<file path="src/rtl/gmii_pkt_gen.sv">
// rtl/gmii_pkt_gen.sv - GMII Ethernet frame generator with preamble, padding, CRC-32 FCS and IFG control
module gmii_pkt_gen #(
    parameter int MAX_PAYLOAD = 1500,
    parameter int IFG_MIN     = 12,
    parameter int PAD_EN      = 1,
    parameter int CNT_W       = 16
) (
    input  logic             gmii_gtxc,
    input  logic             RESETn,
    input  logic             start,
    input  logic             stop,
    input  logic [47:0]      dst_mac,
    input  logic [47:0]      src_mac,
    input  logic [15:0]      eth_type,
    input  logic [15:0]      bnum_payload,
    input  logic [1:0]       pattern,
    input  logic [7:0]       fill,
    input  logic             preamble,
    input  logic             crc,
    input  logic [7:0]       ifg,
    input  logic [CNT_W-1:0] num_pkts,
    output logic [7:0]       gmii_txd,
    output logic             gmii_txen,
    output logic             gmii_txer,
    output logic             busy,
    output logic             done,
    output logic [CNT_W-1:0] pkt_cnt
);

    localparam logic [15:0] MAX_N     = 16'(MAX_PAYLOAD);
    localparam logic [15:0] IFG_FLOOR = 16'(IFG_MIN);
    localparam logic [15:0] MIN_PAY   = 16'd46;

    typedef enum logic [2:0] {IDLE, PRE, HDR, PAY, PAD, FCS, GAP} state_t;

    state_t            state, nxt_state;
    state_t            after_hdr, after_pay, after_pad;
    logic [15:0]       cnt, nxt_cnt;
    logic [111:0]      hdr_q, hdr_src, hdr_sh;
    logic [15:0]       pay_len_q, pad_len_q, gap_len_q;
    logic [15:0]       req_len, req_pad, req_gap;
    logic [1:0]        pat_q;
    logic [7:0]        fill_q, seed;
    logic              pre_q, fcs_en_q;
    logic [CNT_W-1:0]  num_q, pkt_inc;
    logic              stop_flag, finish;
    logic [31:0]       crc_q, crc_cur, fcs_word;
    logic [7:0]        lfsr_q, nxt_lfsr;
    logic              cov_q, nxt_cov;
    logic [7:0]        nxt_txd;
    logic              nxt_txen;

    function automatic logic [31:0] crc_byte(input logic [31:0] c_in, input logic [7:0] d);
        logic [31:0] c;
        c = c_in ^ {24'd0, d};
        for (int i = 0; i < 8; i++) begin
            c = c[0] ? ((c >> 1) ^ 32'hEDB88320) : (c >> 1);
        end
        return c;
    endfunction

    // Fibonacci LFSR, taps 8,6,5,4
    function automatic logic [7:0] lfsr_step(input logic [7:0] s);
        return {s[6:0], s[7] ^ s[5] ^ s[4] ^ s[3]};
    endfunction

    assign gmii_txer = 1'b0;

    assign req_len = (bnum_payload > MAX_N) ? MAX_N : bnum_payload;
    assign req_pad = ((PAD_EN != 0) && (req_len < MIN_PAY)) ? (MIN_PAY - req_len) : 16'd0;
    assign req_gap = ({8'd0, ifg} > IFG_FLOOR) ? {8'd0, ifg} : IFG_FLOOR;

    assign after_pad = fcs_en_q ? FCS : GAP;
    assign after_pay = (pad_len_q != 16'd0) ? PAD : after_pad;
    assign after_hdr = (pay_len_q != 16'd0) ? PAY : after_pay;

    assign pkt_inc = pkt_cnt + CNT_W'(1);
    assign finish  = stop_flag || stop || ((num_q != '0) && (pkt_inc == num_q));
    assign seed    = (fill_q == 8'h00) ? 8'h01 : fill_q;

    // The byte on gmii_txd is absorbed one cycle after it is driven
    assign crc_cur  = cov_q ? crc_byte(crc_q, gmii_txd) : crc_q;
    assign fcs_word = ~crc_cur;

    // First header byte leaves on the start cycle, before the latch holds it
    assign hdr_src = (state == IDLE) ? {dst_mac, src_mac, eth_type} : hdr_q;
    assign hdr_sh  = hdr_src << {nxt_cnt[3:0], 3'b000};

    always_comb begin
        nxt_state = state;
        nxt_cnt   = cnt + 16'd1;
        case (state)
            IDLE: if (start) nxt_state = preamble ? PRE : HDR;
            PRE:  if (cnt == 16'd7)  nxt_state = HDR;
            HDR:  if (cnt == 16'd13) nxt_state = after_hdr;
            PAY:  if (cnt == pay_len_q - 16'd1) nxt_state = after_pay;
            PAD:  if (cnt == pad_len_q - 16'd1) nxt_state = after_pad;
            FCS:  if (cnt == 16'd3)  nxt_state = GAP;
            GAP: begin
                if (cnt == gap_len_q - 16'd1) begin
                    if (finish)     nxt_state = IDLE;
                    else if (pre_q) nxt_state = PRE;
                    else            nxt_state = HDR;
                end
            end
            default: nxt_state = IDLE;
        endcase
        if ((nxt_state != state) || (state == IDLE)) nxt_cnt = 16'd0;
    end

    // Output byte for the state/index being entered on this edge
    always_comb begin
        nxt_txd  = 8'h00;
        nxt_txen = 1'b0;
        nxt_cov  = 1'b0;
        nxt_lfsr = lfsr_q;
        case (nxt_state)
            PRE: begin
                nxt_txen = 1'b1;
                nxt_txd  = (nxt_cnt == 16'd7) ? 8'hD5 : 8'h55;
            end
            HDR: begin
                nxt_txen = 1'b1;
                nxt_cov  = 1'b1;
                nxt_txd  = hdr_sh[111:104];
            end
            PAY: begin
                nxt_txen = 1'b1;
                nxt_cov  = 1'b1;
                case (pat_q)
                    2'd1: nxt_txd = fill_q;
                    2'd2: begin
                        nxt_txd  = (nxt_cnt == 16'd0) ? seed : lfsr_step(lfsr_q);
                        nxt_lfsr = nxt_txd;
                    end
                    default: nxt_txd = nxt_cnt[7:0] + 8'd1;
                endcase
            end
            PAD: begin
                nxt_txen = 1'b1;
                nxt_cov  = 1'b1;
            end
            FCS: begin
                nxt_txen = 1'b1;
                case (nxt_cnt[1:0])
                    2'd0:    nxt_txd = fcs_word[7:0];
                    2'd1:    nxt_txd = fcs_word[15:8];
                    2'd2:    nxt_txd = fcs_word[23:16];
                    default: nxt_txd = fcs_word[31:24];
                endcase
            end
            default: ;
        endcase
    end

    always_ff @(posedge gmii_gtxc or negedge RESETn) begin
        if (!RESETn) begin
            state     <= IDLE;
            cnt       <= 16'd0;
            gmii_txd  <= 8'h00;
            gmii_txen <= 1'b0;
            cov_q     <= 1'b0;
            busy      <= 1'b0;
            done      <= 1'b0;
            pkt_cnt   <= '0;
            stop_flag <= 1'b0;
            crc_q     <= 32'hFFFFFFFF;
            lfsr_q    <= 8'h01;
            hdr_q     <= '0;
            pay_len_q <= 16'd0;
            pad_len_q <= 16'd0;
            gap_len_q <= IFG_FLOOR;
            pat_q     <= 2'd0;
            fill_q    <= 8'h00;
            pre_q     <= 1'b0;
            fcs_en_q  <= 1'b0;
            num_q     <= '0;
        end else begin
            state     <= nxt_state;
            cnt       <= nxt_cnt;
            gmii_txd  <= nxt_txd;
            gmii_txen <= nxt_txen;
            cov_q     <= nxt_cov;
            lfsr_q    <= nxt_lfsr;
            crc_q     <= ((state == IDLE) || (state == GAP)) ? 32'hFFFFFFFF : crc_cur;
            busy      <= (nxt_state != IDLE);
            done      <= (state == GAP) && (nxt_state == IDLE);
            if (state == IDLE) begin
                if (start) begin
                    hdr_q     <= {dst_mac, src_mac, eth_type};
                    pay_len_q <= req_len;
                    pad_len_q <= req_pad;
                    gap_len_q <= req_gap;
                    pat_q     <= pattern;
                    fill_q    <= fill;
                    pre_q     <= preamble;
                    fcs_en_q  <= crc;
                    num_q     <= num_pkts;
                    pkt_cnt   <= '0;
                    stop_flag <= stop;
                end else begin
                    stop_flag <= 1'b0;
                end
            end else begin
                stop_flag <= stop_flag | stop;
                if ((state == GAP) && (nxt_state != GAP)) pkt_cnt <= pkt_inc;
            end
        end
    end

endmodule

</file>
<file path="config.mk">
export PLATFORM = sky130hd
export DESIGN_NAME = gmii_pkt_gen
export DESIGN_NICKNAME = d
export VERILOG_FILES = /design/src/rtl/gmii_pkt_gen.sv
export SDC_FILE = /design/constraint.sdc
export NUM_CORES = 1
export LEC_CHECK = 0
export CAP_MARGIN = 20
export CORE_MARGIN = 2
export CORE_UTILIZATION = 25
export DETAILED_ROUTE_END_ITERATION = 8
export GPL_TIMING_DRIVEN = 0
export PLACE_DENSITY = 0.41
export SLEW_MARGIN = 20
export SYNTH_ARGS = -nofsm -noshare
export SYNTH_HDL_FRONTEND = slang
export SYNTH_SLANG_ARGS = --single-unit
</file>
<file path="constraint.sdc">
create_clock -name gmii_gtxc -period 5.7 [get_ports gmii_gtxc]
set_input_delay 1.425 -clock gmii_gtxc [delete_from_list [all_inputs] [get_ports gmii_gtxc]]
set_output_delay 1.425 -clock gmii_gtxc [all_outputs]
set_load 0.02 [all_outputs]
</file>
==> parameters.txt <==
Parameter                              Value

Run status
  Outcome ... complete, no violations

Pwr
  Fraction of power consumed by combinational cells ... 0.043
  Sw power ... 0.990 mW
  Internal Pwr Total ... between 3 and 4 mW
  Power Dens Cells ... approximately 220 nW/um2
  Worst vdd rail ir drop ... 0.000172 V
  Static power due to leakage ... 9.24 nW
  Clock share of power ... 0.525
  Power share of the sequential group ... 0.432
  Switching fraction of total power ... 0.225

Worst setup path
  Kind of start point of the critical path ... flip-flop
  Setup crit end kind ... flip-flop
  Worst Path Class, Setup ... flip-flop to flip-flop
  Data arrival at the endpoint of the critical path ... ~5.8 ns
  CP max FO ... 19
  Data required time at the worst endpoint ... approximately 6.1 ns

Place
  Final estimated routing congestion in global placement ... between 0.8 and 0.9
  Pre-CTS setup slack ... -1.09 ns
  PortBufs ... 194
  Estimated wirelength of the detail-placed design ... around 47000 um
  Placement Cell Area ... 18800 um2

Synth
  Average footprint of a synthesized cell ... 8.40 um2
  Number of flops mapped to enable cells by yosys ... 0
  Top cells by area in the synthesized netlist ... sky130_fd_sc_hd__dfrtp_1 (37%), sky130_fd_sc_hd__nand2_1 (14%), sky130_fd_sc_hd__xnor2_1 (6.8%)
  Biggest area consumer among synthesized cells ... sky130_fd_sc_hd__dfrtp_1
  Cell count after synthesis ... 1872
  Number of distinct library cells after synthesis ... 86
  Post-synthesis instance area ... 15700 um2
  Total nets after synthesis ... 2055
  List of most frequent post-synthesis cells ... sky130_fd_sc_hd__nand2_1 (574), sky130_fd_sc_hd__dfrtp_1 (233), sky130_fd_sc_hd__xnor2_1 (123)
  Share of the synthesized area in the top cell type ... 0.371
  Leading cell type by number of instances after synthesis ... sky130_fd_sc_hd__nand2_1
  Flops & latches, synth ... 268
  Post-synth top flop ... sky130_fd_sc_hd__dfrtp_1
  Number of warnings reported in the yosys synthesis log ... 0
  Register area share after synthesis ... 0.429
  FFs w/ async S/R, synth ... 1.00

Floorplanning
  Effective utilization at floorplan ... 0.254
  Die ar. ... 64900 um2
  Top-Level Pins ... a little under 200
  Area of the core ... between 60000 and 70000 um2
  Width of the die ... 255 um
  Die boundary height ... 255 um
  Placement row count ... 91

Final layout
  Area added between synthesis and finish ... 28.4%
  Number of nets in the final layout ... 2295
  Ratio of cells with drive above 1 in the final layout ... 0.0827
  Layout Cell Area excl Fill ... a little over 20000 um2

STA
  Worst-case headroom to the max-slew limit ... 0.294
  Pins over their slew limit ... 0
  Maximum frequency from static timing analysis ... 184 MHz
  Worst hold margin ... 0.472 ns
  Post-layout minimum cycle time ... 5.44 ns
  Setup total negative slack ... 0 ns
  Final Worst Setup Slack ... 0.262 ns
  Worst Tran Pin Value ... about 1.1 ns
  Setup Viol. Count Final ... 0
  Crit share post-route ... 0.954
  Clock Skew ... 0.0194 ns
  Final hold violations ... 0

Clock network
  Max Root-Sink Buffers ... 3
  Clock sink count ... about 270
  Clk Latency, worst-skew pair ... 0.56 ns
  Max H-tree Level ... 2
  Root buffer cell ... sky130_fd_sc_hd__clkbuf_16
  Number of buffers created by CTS ... 36
  CTS tree ... built
  Post-CTS clock slew at the launch and capture registers of the worst setup and hold paths ... 0.06 ns

Drt
  Post-detailed-route via-to-cell ratio ... 4.81
  Routed length per placed instance ... 20.9 um
  Antenna-violating nets left ... 0
  Number of optimization iterations in the first detailed-route pass ... 5
  DRC violation count after routing ... 0
  Wire length after detailed routing ... roughly 62000 um
  Detailed router's first-iteration violation count ... 1142
  Total number of vias ... 14300

Global route
  Pin count of the biggest net entering global routing ... 85
  Global-route usage over all layers ... 0.194
  Via count of the first global-routing pass ... about 15000
  Number of antenna violations at the first check in global routing ... 1
  First-pass GRT wire length ... roughly 95000 um
  GRT Residual Overflow ... 0

Worst hold path
  Worst hold-check path type ... flip-flop to flip-flop

Run
  Max cap viols ... 0
-- sequential cells by signal, summed over array words and instances (netlist names), 2 cells and up --
signal,cells
hdr_q,112
cnt,16
num_q,16
pay_len_q,16
state,3
crc_q,32
pat_q,2
gap_len_q,8
gmii_txd,8
pkt_cnt,16
fill_q,8
pad_len_q,16
lfsr_q,8
-- stage by stage --
| stage | cells | util | power (mW) |
|---|---|---|---|
| finish | 2977 | 0.326 | 4.40 |
| global placement | 2903 | 0.302 | 2.12 |
| detailed placement | 2906 | 0.304 | 2.13 |
| floorplan | 1872 | - | 1.95 |
| CTS | 2974 | 0.324 | 4.48 |
| global route | 2977 | 0.326 | 4.55 |
-- area by class of cell --
type                    count  area (um2)
clock buffers              55        1040
diodes                      1        2.50
plain buffers             106         454
fillers                  6586       41700
clock inverters            10         145
well taps                 837        1050
multi-input cells        1456        8510
repair buffers            209        2120
flip-flops and latches    268        6750
inverters                  35         131
-- repair_timing --
action	CTS	global route
gates resized for setup	11	19
buffers inserted	6	6
hold buffers	0	0
pin swaps	3	6
setup endpoints to repair	16	8
-- final timing paths --
check / start / end / slack, ns / cells past startpoint
max: pad_len_q[0]$_DFFE_PN0P_ / gmii_txd[4]$_DFF_PN0_ / 0.26 / 19
min reg2reg: hdr_q[13]$_DFFE_PN0P_ / hdr_q[13]$_DFFE_PN0P_ / 0.47 / 2
max reg2reg: pad_len_q[0]$_DFFE_PN0P_ / gmii_txd[4]$_DFF_PN0_ / 0.26 / 19
max in group asynchronous: RESETn / crc_q[14]$_DFF_PN1_ / 3.60 / 3
min in group asynchronous: RESETn / num_q[2]$_DFFE_PN0P_ / 0.89 / 1
min: hdr_q[13]$_DFFE_PN0P_ / hdr_q[13]$_DFFE_PN0P_ / 0.47 / 2
-- layer usage --
metal	track usage	share of wire	up-vias	wire (um)
li1	-	-	6868	-
met4	0.0543	0.027	0	1650
met3	0.0241	0.040	75	2470
met1	0.268	0.47	6992	29000
met2	0.318	0.47	375	29100
met5	0	0	-	0
-- placed cells by master, fill, tap and decap left out, drive strengths merged, types with 9 or more instances in the layout --
cell type      instances
nand2                574
dfrtp                233
clkdlybuf4s50        193
clkbuf               138
xnor2                123
nor2                 104
o21ai                 76
nand3                 56
xor2                  51
mux2i                 48
nor3                  48
a21oi                 44
buf                   39
inv                   36
dfstp                 35
and2                  22
nor4                  19
and3                  17
a31oi                 17
nand4                 16
or4                   15
o31ai                 15
ha                    15
mux2                  14
or3                   13
a211oi                11
a221oi                11
nand2b                 9
nor2b                  9
or2                    9
-- worst max-delay path: stages, from the launching register on --
cell and delay [ns]:
sky130_fd_sc_hd__dfrtp_1 0.47, sky130_fd_sc_hd__or4_1 0.57, sky130_fd_sc_hd__or2_0 0.21, sky130_fd_sc_hd__clkbuf_1 0.20
sky130_fd_sc_hd__a2111oi_1 0.52, sky130_fd_sc_hd__o21ai_2 0.16, sky130_fd_sc_hd__nor4_4 0.41, sky130_fd_sc_hd__a41o_1 0.28
sky130_fd_sc_hd__or2_1 0.13, sky130_fd_sc_hd__buf_6 0.16, sky130_fd_sc_hd__nor3_2 0.05, sky130_fd_sc_hd__buf_4 0.25
sky130_fd_sc_hd__buf_4 0.23, sky130_fd_sc_hd__inv_2 0.18, sky130_fd_sc_hd__ha_4 0.19, sky130_fd_sc_hd__o31ai_4 0.15
sky130_fd_sc_hd__mux2_2 0.33, sky130_fd_sc_hd__a221o_1 0.34, sky130_fd_sc_hd__a31oi_1 0.26, sky130_fd_sc_hd__o32ai_1 0.16
-- power by group through the flow --
stage / sequential (mW) / clock [mW] / combinational [mW]
floorplan: 1.94 / 0 / 0.00725
global placement: 1.94 / 0 / 0.186
detailed placement: 1.94 / 0 / 0.193
CTS: 1.90 / 2.38 / 0.194
global route: 1.90 / 2.44 / 0.205
finish: 1.90 / 2.31 / 0.189
-- kinds of logic (layout without fill, tap and decap cells) --
| family | after synthesis | count (layout) | synth area share |
|---|---|---|---|
| AND/OR/NAND/NOR | 934 | 934 | 0.262 |
| buffers and inverters | 148 | 415 | 0.0390 |
| other | 1 | 2 | 0.000238 |
| multiplexers | 62 | 62 | 0.0406 |
| flip-flops | 268 | 268 | 0.429 |
| AO/OA/AOI/OAI | 270 | 270 | 0.120 |
| XOR/XNOR | 174 | 174 | 0.0969 |
| adder cells (fa/ha/maj) | 15 | 15 | 0.0119 |
(Power assumes the default switching activity.)
